`config.mk`:
```
export PLATFORM = sky130hd
export DESIGN_NAME = sd_cmd_resp_rx
export DESIGN_NICKNAME = d
export VERILOG_FILES = /design/src/rtl/sd_cmd_resp_rx.sv
export SDC_FILE = /design/constraint.sdc
export NUM_CORES = 1
export LEC_CHECK = 0
export ABC_AREA = 1
export BUFFER_PORTS_ARGS = -buffer_cell sky130_fd_sc_hd__buf_4
export CAP_MARGIN = 20
export CORE_ASPECT_RATIO = 0.5
export CORE_UTILIZATION = 52
export DETAILED_ROUTE_END_ITERATION = 12
export GPL_ROUTABILITY_DRIVEN = 0
export HOLD_SLACK_MARGIN = 0.05
export PLACE_DENSITY_LB_ADDON = 0.05
export SLEW_MARGIN = 20
export SYNTH_ARGS = -nofsm -noshare
export SYNTH_HDL_FRONTEND = slang
export SYNTH_SLANG_ARGS = --single-unit
```
`constraint.sdc`:
```
create_clock -name clk -period 2.78 [get_ports clk]
set_clock_uncertainty 0.1 [all_clocks]
set_input_delay 0.556 -clock clk [delete_from_list [all_inputs] [get_ports clk]]
set_output_delay 0.556 -clock clk [all_outputs]
set_load 0.01 [all_outputs]
```
`src/rtl/sd_cmd_resp_rx.sv`:
```
// rtl/sd_cmd_resp_rx.sv - SD/SDIO CMD-line response receiver (48/136-bit frames, framing, timeout).
// Define SD_CMD_RESP_RX_CRC_EN to compile the CRC7 check; otherwise crc_err is tied to 0.
module sd_cmd_resp_rx #(
  parameter int TIMEOUT_CYC = 64
) (
  input  logic         clk,
  input  logic         rst,
  input  logic         arm,
  input  logic         long_resp,
  input  logic         sample_en,
  input  logic         cmd_in,
  input  logic         start_pe,
  output logic         busy,
  output logic         done,
  output logic [135:0] resp,
  output logic         crc_err,
  output logic         frame_err,
  output logic         timeout
);

  localparam int TW = $clog2(TIMEOUT_CYC + 1);
  localparam logic [TW-1:0] T_MAX = TW'(TIMEOUT_CYC);
  localparam logic [TW-1:0] T_ONE = TW'(1);

  typedef enum logic [1:0] {IDLE, WAIT_START, SHIFT, CHECK} state_t;

  state_t         state_q, state_d;
  logic           long_q, long_d;
  logic           pend_q, pend_d;
  logic [7:0]     bcnt_q, bcnt_d;
  logic [TW-1:0]  tcnt_q, tcnt_d;
  logic [135:0]   resp_q, resp_d;
  logic           frame_err_q, frame_err_d;
  logic           timeout_q, timeout_d;
  logic [7:0]     bit_idx;
  logic [7:0]     frame_len;

`ifdef SD_CMD_RESP_RX_CRC_EN
  logic [6:0]     crc_q, crc_d;
  logic           crc_err_q, crc_err_d;

  function automatic logic [6:0] crc7_next(input logic [6:0] c, input logic b);
    logic fb;
    fb = c[6] ^ b;
    return {c[5:0], 1'b0} ^ (fb ? 7'h09 : 7'h00);
  endfunction
`endif

  always_comb begin
    state_d     = state_q;
    long_d      = long_q;
    pend_d      = pend_q;
    bcnt_d      = bcnt_q;
    tcnt_d      = tcnt_q;
    resp_d      = resp_q;
    frame_err_d = frame_err_q;
    timeout_d   = timeout_q;
`ifdef SD_CMD_RESP_RX_CRC_EN
    crc_d       = crc_q;
    crc_err_d   = crc_err_q;
`endif
    // 1-based index of the bit captured by the current strobe while shifting
    bit_idx   = bcnt_q + 8'd1;
    frame_len = long_q ? 8'd136 : 8'd48;

    case (state_q)
      IDLE: begin
        if (arm) begin
          state_d     = WAIT_START;
          long_d      = long_resp;
          pend_d      = 1'b0;
          bcnt_d      = 8'd0;
          tcnt_d      = '0;
          resp_d      = '0;
          frame_err_d = 1'b0;
          timeout_d   = 1'b0;
`ifdef SD_CMD_RESP_RX_CRC_EN
          crc_d       = 7'd0;
          crc_err_d   = 1'b0;
`endif
        end
      end
      WAIT_START: begin
        if (start_pe) pend_d = 1'b1;
        if (sample_en) begin
          if (!cmd_in && (start_pe || pend_q)) begin
            // start bit is 0, so folding it into a zero CRC leaves the CRC at 0
            resp_d  = {resp_q[134:0], cmd_in};
            bcnt_d  = 8'd1;
            pend_d  = 1'b0;
            state_d = SHIFT;
          end else begin
            tcnt_d = tcnt_q + T_ONE;
            if (tcnt_d == T_MAX) begin
              state_d   = CHECK;
              timeout_d = 1'b1;
            end
          end
        end
      end
      SHIFT: begin
        if (sample_en) begin
          resp_d = {resp_q[134:0], cmd_in};
          bcnt_d = bit_idx;
`ifdef SD_CMD_RESP_RX_CRC_EN
          if (long_q ? (bit_idx >= 8'd9 && bit_idx <= 8'd128) : (bit_idx <= 8'd40))
            crc_d = crc7_next(crc_q, cmd_in);
`endif
          if (bcnt_d == frame_len) begin
            state_d     = CHECK;
            frame_err_d = (long_q ? resp_d[135] : resp_d[47]) |
                          (long_q ? resp_d[134] : resp_d[46]) | ~resp_d[0];
`ifdef SD_CMD_RESP_RX_CRC_EN
            crc_err_d   = (crc_q != resp_d[7:1]);
`endif
          end
        end
      end
      CHECK: begin
        state_d = IDLE;
      end
      default: begin
        state_d = IDLE;
      end
    endcase
  end

  always_ff @(posedge clk) begin
    if (rst) begin
      state_q     <= IDLE;
      long_q      <= 1'b0;
      pend_q      <= 1'b0;
      bcnt_q      <= 8'd0;
      tcnt_q      <= '0;
      resp_q      <= '0;
      frame_err_q <= 1'b0;
      timeout_q   <= 1'b0;
`ifdef SD_CMD_RESP_RX_CRC_EN
      crc_q       <= 7'd0;
      crc_err_q   <= 1'b0;
`endif
    end else begin
      state_q     <= state_d;
      long_q      <= long_d;
      pend_q      <= pend_d;
      bcnt_q      <= bcnt_d;
      tcnt_q      <= tcnt_d;
      resp_q      <= resp_d;
      frame_err_q <= frame_err_d;
      timeout_q   <= timeout_d;
`ifdef SD_CMD_RESP_RX_CRC_EN
      crc_q       <= crc_d;
      crc_err_q   <= crc_err_d;
`endif
    end
  end

  assign busy      = (state_q == WAIT_START) || (state_q == SHIFT);
  assign done      = (state_q == CHECK);
  assign resp      = resp_q;
  assign frame_err = frame_err_q;
  assign timeout   = timeout_q;
`ifdef SD_CMD_RESP_RX_CRC_EN
  assign crc_err   = crc_err_q;
`else
  assign crc_err   = 1'b0;
`endif

endmodule
```
==> summary.txt, run 1 <==
Place
  – Final HPWL DP: 8.58 mm
  – PortBufs: 146
  – Pre-CTS WS: 0.165 ns

STA
  – Final Max Tran Viols: 0
  – RSZ-0062 raised after global routing: no
  – Setup_tns: 0 ns
  – Hold Vio Cnt, Final: 0
  – Worst-Margin Slew: 0.808 ns
  – Worst hold slack: 0.357 ns
  – Final min period: 2.54 ns
  – Final Cycle Share: 91.3%
  – Setup ws final: 0.242 ns
  – Rel. slew slack: 46.1%
  – Final setup vio count: 0
  – Fmax: 0.394 GHz

Setup path
  – Top cell by count, worst path: nor2_1
  – Crit path cell chain: inv_1, ha_1, inv_1, nor2_1, or2_1, nor2_1, nand2_4, nor2_4, buf_12, a22oi_1, nor2_1
  – Setup crit start: state_q[1]
  – R2R setup slack: 0.24 ns
  – Slowest CP cell: dfxtp_1
  – Max incr delay on CP: 0.40 ns
  – CP Max Fanout: 23
  – Worst path depth: 11
  – Crit end category: register
  – Startpoint types: register
  – Worst Setup EP: resp[76]
  – R2r worst-path depth: 11
  – R2r startpoint: state_q[1]
  – Crit path DAT: 2.76 ns
  – Reg2reg end: resp[76]
  – Delay-heaviest family, CP: simple AND/OR/NAND/NOR gates
  – Crit path required time: 3.01 ns
  – Worst path buffer plus inverter count: 3
  – Crit Path Category: register to register

Synthesis
  – Synth Warn #: 0
  – #FFs+latches synth: 157
  – Asr flop ratio synth: 0%
  – Synth Area per Inst: 8.88 um^2
  – Register area share after synthesis: 54.7%
  – Synth unique cells: 27
  – Mapped Cells: 647
  – Main synth FF type: dfxtp_1
  – Syn_nets: 660
  – Post-synth EDFFs: 0
  – Post-Synthesis Cell Area: 5750 um^2

Clocking
  – Longest Clk Path Bufs: 2
  – CTS tree: yes
  – Root Driver: clkbuf_16
  – CTS sink cnt: 157
  – Clk pin slew, worst setup/hold paths: 0.06 ns
  – CTS Buf Count: 17
  – Worst-Skew Late Latency: 0.41 ns
  – Post-CTS Setup Inserts: 0
  – H-tree depth reported by CTS: 4

Global routing
  – Total GRT Usage: 23.5%
  – Initial antenna violation count: 0
  – First-pass GRT wire length: 21.6 mm
  – Number of global-route vias before repair: 4443
  – Gr ovfl total: 0
  – Pin count of the biggest net entering global routing: 113

Final layout
  – Area grow syn2layout: 31.3%
  – Antenna diode instance count: 0
  – Layout net count: 790
  – FILL cells: 861
  – Layout cells sized above 1: 24.6%
  – Area of the multi-input gates: 2260 um^2
  – Reg area: 3140 um^2

Power
  – Pwr Total: 6.06 mW
  – Cell Int Power: 4.04 mW
  – Net Sw Power: 2.02 mW
  – Pleak: 3.14 nW
  – Sequential power share: 38.2%
  – Peak supply drop: 0.731 mV
  – Sw Ratio: 33.4%
  – Clock share of power: 38.3%
  – PwrDens: 803 nW/um^2
  – Gate power share: 23.5%

Floorplan
  – Cell Rows: 26
  – Top-Level Pins: 148
  – Die ar.: 11500 um^2
  – Initial core utilization: 54.8%
  – Die Height: 76.3 um
  – Core Region: 10500 um^2
  – Die X: 151 um

Routing
  – Wire per inst: 14.4 um
  – Post-route DRC: 0
  – ANT nets after route: 0
  – Detailed Route Iter0 Violations: 268
  – Via/cell ratio: 5.40
  – Total number of vias: 5022
  – DRT Pass-1 Iters: 5
  – Wirelength, routed: 13.4 mm

Job
  – Max-Cap Viols: 0

Hold path
  – WHS Path Cells: 3
  – Hold WC Path Type: input port to register

Outcome
  – Status: complete, no violations
## what timing repair did
item | CTS | global route
endpoints found under the hold margin | 0 | 0
setup endpoints to repair | 0 | 106
gates resized for setup | 0 | 1
hold buffers | 0 | 0
## stage by stage
stage,cells,utilization [%],cell area [um^2]
2_1_floorplan,647,-,5750
3_3_place_gp,898,66.3,6940
3_5_place_dp,898,66.3,6940
4_1_cts,930,72.0,7540
5_1_grt,930,72.0,7540
6_report,930,72.0,7540
## logic make-up (layout without fill, tap and decap cells)
| family | after synthesis | in the layout | synth area share [%] |
|---|---|---|---|
| and+or+nand+nor | 231 | 231 | 15.9 |
| adders and majority gates | 6 | 6 | 1.31 |
| xor gates and xnor gates | 4 | 4 | 0.610 |
| AOI/OAI and AO/OA | 175 | 175 | 21.4 |
| DFF | 157 | 157 | 54.7 |
| other | 1 | 1 | 0.0653 |
| buffers and inverters | 73 | 216 | 6.03 |
## power groups by stage
stage / Combinational (mW) / Clock [mW] / Sequential [mW]
2_1_floorplan: 1.07 / 0 / 2.36
3_3_place_gp: 1.41 / 0 / 2.36
3_5_place_dp: 1.40 / 0 / 2.37
4_1_cts: 1.41 / 2.36 / 2.31
5_1_grt: 1.55 / 2.47 / 2.32
6_report: 1.42 / 2.32 / 2.32
## how the worst min path moves through the flow
stage	startpoint	to	slack (ns)
global route	cmd_in	resp[0]	0.34
finish	cmd_in	resp[0]	0.36
floorplan	tcnt_q[0]	tcnt_q[0]	0.35
CTS	cmd_in	resp[0]	0.34
global placement	timeout	timeout	0.35
detailed placement	timeout	timeout	0.36
## tightest hold or removal path, cell delays in order
cell	delay, ns
buf_4	0.11
a22oi_1	0.06
nor2_1	0.09
## flip-flops by register name, summed over array words and instances (netlist names)
name,cells
state_q,2
tcnt_q,7
timeout,1
bcnt_q,8
frame_err,1
long_q,1
resp,136
pend_q,1
## metal layers
layer	wire, um	GRT usage (%)	vias up
met2	6370	37.1	156
met1	5990	30.4	2356
met5	0	0	-
li1	-	-	2497
met4	128	7.20	0
met3	900	7.90	13
## area by class of cell
type	instances	area share, %
multi-input combinational	417	30.0
clock buffer	19	5.87
sequential	157	41.7
timing repair buffer	159	16.9
tap	140	2.32
inverter	25	1.24
clock inverter	13	2.04
## synthesized netlist by cell type, types with 3 or more instances
| library cell | instances | area share, % |
|---|---|---|
| buf_2 | 25 | 2.2 |
| dfxtp_1 | 157 | 55 |
| a22oi_1 | 136 | 18 |
| nor2_1 | 154 | 10 |
| o21ai_0 | 9 | 0.78 |
| a21oi_1 | 25 | 2.2 |
| nand3_1 | 17 | 1.5 |
| xnor2_1 | 3 | 0.46 |
| inv_1 | 24 | 1.6 |
| clkbuf_1 | 17 | 1.1 |
| nand2_1 | 55 | 3.6 |
| buf_6 | 5 | 0.98 |
| ha_1 | 6 | 1.3 |
## placed cells by master (no fill, tap or decap), types with 2 or more instances in the layout
master and n:
dfxtp_1 157, nor2_1 154, buf_4 152, a22oi_1 136
nand2_1 54, a21oi_1 25, inv_1 24, nand3_1 17
clkbuf_16 17, o21ai_0 9, ha_1 6, buf_12 6
inv_6 5, xnor2_1 3, clkinv_4 3, bufinv_16 2
Power figures use the tool's default switching activity.
==> run 2: changes to the inputs <==
--- a/config.mk
+++ b/config.mk
@@ -9,7 +9,7 @@
 export BUFFER_PORTS_ARGS = -buffer_cell sky130_fd_sc_hd__buf_4
 export CAP_MARGIN = 20
 export CORE_ASPECT_RATIO = 0.5
-export CORE_UTILIZATION = 52
+export CORE_UTILIZATION = 56
 export DETAILED_ROUTE_END_ITERATION = 12
 export GPL_ROUTABILITY_DRIVEN = 0
 export HOLD_SLACK_MARGIN = 0.05
==> constraint.sdc (replaced) <==
create_clock -name clk -period 3 [get_ports clk]
set_clock_uncertainty 0.1 [all_clocks]
set_input_delay 0.6 -clock clk [delete_from_list [all_inputs] [get_ports clk]]
set_output_delay 0.6 -clock clk [all_outputs]
set_load 0.01 [all_outputs]
==> run 2 against run 1 <==
- sequential share of layout area grew 0.40 points
- maximum frequency down 5.5%
- first-iteration DRC count increased by 27%
- critical endpoint is now resp[8]
- combinational power fell by 14%
- worst hold slack better by 0.022 ns
- critical path type unchanged
- highest routed layer unchanged
- register-to-register slack better by 0.07 ns
==> summary.txt, run 2 (same netlist as run 1, synthesis figures left out) <==
Hold path
  – WHS Path Cells: 2
  – Hold Path Sink: tcnt_q[6]
  – Hold Startpoint: tcnt_q[6]
  – Hold WC Path Type: register to register

Floorplan
  – Die Height: 73.6 um
  – Top-Level Pins: 148
  – Die X: 145 um
  – Die ar.: 10700 um^2
  – Cell Rows: 25
  – Initial core utilization: 59.3%
  – Core Region: 9700 um^2

STA
  – Worst-Margin Slew: 0.778 ns
  – Final setup vio count: 0
  – Final min period: 2.69 ns
  – Hold Vio Cnt, Final: 0
  – Rel. slew slack: 47.7%
  – Worst hold slack: 0.379 ns
  – RSZ-0062 raised after global routing: no
  – Setup_tns: 0 ns
  – Fmax: 0.372 GHz
  – Final Cycle Share: 89.5%
  – Final Max Tran Viols: 0
  – Setup ws final: 0.314 ns

Setup path
  – R2r startpoint: state_q[0]
  – Crit path required time: 3.24 ns
  – Max incr delay on CP: 0.39 ns
  – Slowest CP cell: dfxtp_1
  – Crit path cell chain: inv_1, ha_1, inv_2, o22ai_1, or2_1, nor2_1, nand2_4, nor2_4, buf_12, a22oi_1, nor2_1
  – Top cell by count, worst path: nor2_1
  – R2R setup slack: 0.31 ns
  – CP Max Fanout: 69
  – Setup crit start: state_q[0]
  – Crit Path Category: register to register
  – Delay-heaviest family, CP: simple AND/OR/NAND/NOR gates
  – Startpoint types: register
  – Reg2reg end: resp[8]
  – R2r worst-path depth: 11
  – Worst path buffer plus inverter count: 3
  – Crit end category: register
  – Crit path DAT: 2.92 ns

Power
  – Sequential power share: 38.5%
  – Net Sw Power: 1.77 mW
  – Pwr Total: 5.58 mW
  – PwrDens: 747 nW/um^2
  – Clock share of power: 39.7%
  – Pleak: 3.11 nW
  – Cell Int Power: 3.81 mW
  – Gate power share: 21.8%
  – Peak supply drop: 0.453 mV
  – Sw Ratio: 31.8%

Global routing
  – Number of global-route vias before repair: 4330
  – Initial antenna violation count: 0
  – Pin count of the biggest net entering global routing: 88
  – First-pass GRT wire length: 21.5 mm
  – Total GRT Usage: 25.4%
  – Gr ovfl total: 0

Routing
  – Wire per inst: 14.9 um
  – DRT Pass-1 Iters: 9
  – Detailed Route Iter0 Violations: 340
  – Total number of vias: 5053
  – Via/cell ratio: 5.50
  – Post-route DRC: 0
  – ANT nets after route: 0
  – Wirelength, routed: 13.7 mm

Clocking
  – Resize count post-CTS: 0
  – H-tree depth reported by CTS: 4
  – CTS tree: yes
  – Hold-fix buffers, CTS: 0
  – Worst-Skew Late Latency: 0.41 ns
  – Clk pin slew, worst setup/hold paths: 0.06 ns
  – Post-CTS Setup Inserts: 0
  – Longest Clk Path Bufs: 2
  – CTS Buf Count: 17
  – Root Driver: clkbuf_16
  – CTS sink cnt: 157

Final layout
  – Layout net count: 786
  – Most common cell after layout, fill and taps aside: dfxtp_1
  – Largest register FFs: 136
  – Layout cells sized above 1: 23.6%
  – Core Util, Final: 77.1%
  – Antenna diode instance count: 0
  – Final instance area: 7470 um^2
  – Area grow syn2layout: 30.1%
  – Highest-count cells in the layout ignoring fill and taps: dfxtp_1 (157), nor2_1 (154), buf_4 (152), a22oi_1 (136), nand2_1 (54)
  – Fin cells: 918

Place
  – Area after DPL: 6870 um^2
  – Final HPWL DP: 8.35 mm
  – PortBufs: 146
  – Placed cells: 889
  – Pre-CTS WS: 0.387 ns

Job
  – Max-Cap Viols: 0

Outcome
  – Status: complete, no violations
==> run 2: changes by cell type in the layout (fill, tap and decap cells not counted), sizes merged <==
cell      previous run  this run
clkinv               4         3
buf                159       155
clkbuf              19        22
bufinv               2         4
inv                 31        25
clkinvlp             1         0
==> run 2: worst max path at each step <==
stage,cells after the start,end
floorplan,11,resp[76]
CTS,11,resp[8]
finish,11,resp[8]
global route,11,resp[50]
global placement,11,resp[102]
detailed placement,11,resp[50]
==> run 2: layout make-up <==
| type | instances | area, um^2 |
|---|---|---|
| Inverter | 25 | 93.8 |
| Clock buffer | 22 | 464 |
| Sequential cell | 157 | 3140 |
| Clock inverter | 7 | 139 |
| Multi-Input combinational cell | 417 | 2260 |
| Fill cell | 698 | 2220 |
| Tap cell | 135 | 169 |
| Timing Repair Buffer | 155 | 1200 |
==> run 2: layer usage <==
layer,GRT usage (%),vias to the layer above,routed length (um)
li1,-,2489,-
met1,32.3,2384,6060
met2,40.4,168,6470
met3,9.07,12,1060
met4,8.89,0,113
met5,0,-,0
==> run 2: worst reg2reg max path, stage by stage (launching register included) <==
cell     delay, ns
dfxtp_1       0.39
inv_1         0.11
ha_1          0.26
inv_2         0.11
o22ai_1       0.09
or2_1         0.23
nor2_1        0.16
nand2_4       0.26
nor2_4        0.31
buf_12        0.31
a22oi_1       0.16
nor2_1        0.13
==> run 2: power groups by stage <==
stage	sequential [mW]	clock (mW)	combinational, mW
2_1_floorplan	2.19	0	0.993
3_3_place_gp	2.19	0	1.19
3_5_place_dp	2.19	0	1.19
4_1_cts	2.15	2.25	1.21
5_1_grt	2.15	2.34	1.33
6_report	2.15	2.21	1.22
==> run 3: changes to the inputs <==
--- a/config.mk
+++ b/config.mk
@@ -12,6 +12,7 @@
 export CORE_UTILIZATION = 56
 export DETAILED_ROUTE_END_ITERATION = 12
 export GPL_ROUTABILITY_DRIVEN = 0
+export GPL_TIMING_DRIVEN = 0
 export HOLD_SLACK_MARGIN = 0.05
 export PLACE_DENSITY_LB_ADDON = 0.05
 export SLEW_MARGIN = 20
==> run 3 against run 2 <==
- global-route usage up 0.41 points
- sequential share of layout area is 0.69 points lower
- cell count increased by 4.4%
- flip-flop and latch count unchanged
- register-to-register slack improved by 0.28 ns
- worst setup slack gained 0.28 ns
- critical path depth rose by 1
- maximum frequency rose by 12%
- first-iteration DRC count fell by 21%
- combinational power grew 11%
==> summary.txt, run 3 (same netlist as run 1, synthesis figures left out) <==
Clocking
  – Root Driver: clkbuf_16
  – Clk pin slew, worst setup/hold paths: 0.06 ns
  – Longest Clk Path Bufs: 2
  – Worst-Skew Late Latency: 0.41 ns
  – Post-CTS Setup Inserts: 0
  – CTS Buf Count: 17
  – CTS tree: yes
  – Hold-fix buffers, CTS: 0
  – CTS sink cnt: 157
  – H-tree depth reported by CTS: 4
  – Resize count post-CTS: 0

Final layout
  – Most common cell after layout, fill and taps aside: dfxtp_1
  – Reg area: 3140 um^2
  – Area of the multi-input gates: 2260 um^2
  – FILL cells: 701
  – Layout cells sized above 1: 25.4%
  – Largest register FFs: 136
  – Layout net count: 824
  – Area grow syn2layout: 32.3%
  – Highest-count cells in the layout ignoring fill and taps: dfxtp_1 (157), nor2_1 (154), buf_4 (146), a22oi_1 (136), nand2_1 (55)
  – Antenna diode instance count: 0

Place
  – PortBufs: 145
  – Final HPWL DP: 9.48 mm

Floorplan
  – Die ar.: 10700 um^2
  – Cell Rows: 25
  – Core Region: 9700 um^2
  – Die Height: 73.6 um
  – Initial core utilization: 59.3%
  – Die X: 145 um
  – Top-Level Pins: 148

Power
  – Clock share of power: 38.3%
  – Sequential power share: 37.8%
  – Pleak: 3.19 nW
  – Gate power share: 23.9%
  – Pwr Total: 5.67 mW
  – Net Sw Power: 1.88 mW
  – Cell Int Power: 3.79 mW
  – PwrDens: 746 nW/um^2
  – Peak supply drop: 0.564 mV
  – Sw Ratio: 33.2%

Setup path
  – Slowest CP cell: dfxtp_1
  – Crit Path Category: register to register
  – Top cell by count, worst path: nor2_1
  – Crit path cell chain: inv_1, ha_1, inv_1, nor2_1, or2_1, nor2_1, nand2_1, nor2_4, buf_6, buf_6, a22oi_1, nor2_1
  – Max incr delay on CP: 0.40 ns
  – CP Max Fanout: 10
  – Crit path required time: 3.23 ns
  – Startpoint types: register
  – Crit end category: register
  – Crit path DAT: 2.63 ns

STA
  – Worst hold slack: 0.365 ns
  – Final Max Tran Viols: 0
  – RSZ-0062 raised after global routing: no
  – Hold Vio Cnt, Final: 0
  – Setup_tns: 0 ns
  – Worst-Margin Slew: 0.707 ns
  – Final min period: 2.41 ns
  – Rel. slew slack: 52.5%
  – Final Cycle Share: 80.2%
  – Fmax: 0.416 GHz
  – Final setup vio count: 0

Global routing
  – Total GRT Usage: 25.8%
  – Number of global-route vias before repair: 4594
  – Gr ovfl total: 0
  – Initial antenna violation count: 0
  – First-pass GRT wire length: 21.8 mm
  – Pin count of the biggest net entering global routing: 17

Routing
  – Post-route DRC: 0
  – Detailed Route Iter0 Violations: 268
  – Total number of vias: 5218
  – Wire per inst: 14.5 um
  – ANT nets after route: 0
  – Wirelength, routed: 13.9 mm
  – DRT Pass-1 Iters: 6
  – Via/cell ratio: 5.45

Hold path
  – Hold WC Path Type: register to register

Job
  – Max-Cap Viols: 0

Outcome
  – Status: complete, no violations
[run 3: cell types whose count changed in the layout (fill, tap and decap cells not counted), sizes merged]
| cell | delta |
|---|---|
| clkinv | -2 |
| inv | +3 |
| clkbuf | +13 |
| clkinvlp | +6 |
| buf | +21 |
| bufinv | -1 |
[run 3: layout make-up]
type | instances | share of cell area [%]
multi-input combinational | 417 | 29.7
clock buffer | 18 | 5.65
clock inverter | 13 | 2.19
inverter | 25 | 1.23
timing repair buffer | 145 | 14.3
sequential | 157 | 41.4
buffer | 48 | 3.33
tap | 135 | 2.22
[run 3: worst paths after layout]
kind                                  to  cells after the start  startpoint  slack [ns]
worst max-delay path            resp[52]                     12  state_q[1]        0.59
worst min-delay path             timeout                      1     timeout        0.36
worst max register to register  resp[52]                     12  state_q[1]        0.59
worst min register to register   timeout                      1     timeout        0.36
[run 3: power by group through the flow]
stage | registers (mW) | clock network [mW] | logic, mW
final | 2.15 | 2.17 | 1.35
after global placement | 2.19 | 0 | 1.32
after detailed placement | 2.19 | 0 | 1.33
after global routing | 2.15 | 2.29 | 1.49
after CTS | 2.14 | 2.18 | 1.34
after floorplan | 2.19 | 0 | 0.993
[run 3: worst max-delay path, delay by kind of cell, from the launching register on]
kind            cells  cell delay (ns)
compound gates      1             0.06
fa+ha+maj           1             0.21
buf+inv             4             0.58
flops               1             0.40
simple gates        6             0.95
[run 3: through the flow]
stage | cells | setup slack (ns) | utilization (%) | area, um^2
finish | 958 | 0.594 | 78.4 | 7600
global route | 958 | 0.340 | 78.4 | 7600
CTS | 958 | 0.579 | 78.4 | 7600
detailed placement | 927 | 0.642 | 72.2 | 7000
global placement | 927 | 0.680 | 72.2 | 7000
floorplan | 647 | 0.972 | - | 5750
[run 3: routing by layer]
layer	up-vias	GRT usage, %	share of wire [%]
met5	-	0	0
met4	0	9.94	1.5
met3	22	9.25	7.4
met2	157	41.4	47
met1	2471	32.3	44
li1	2568	-	-
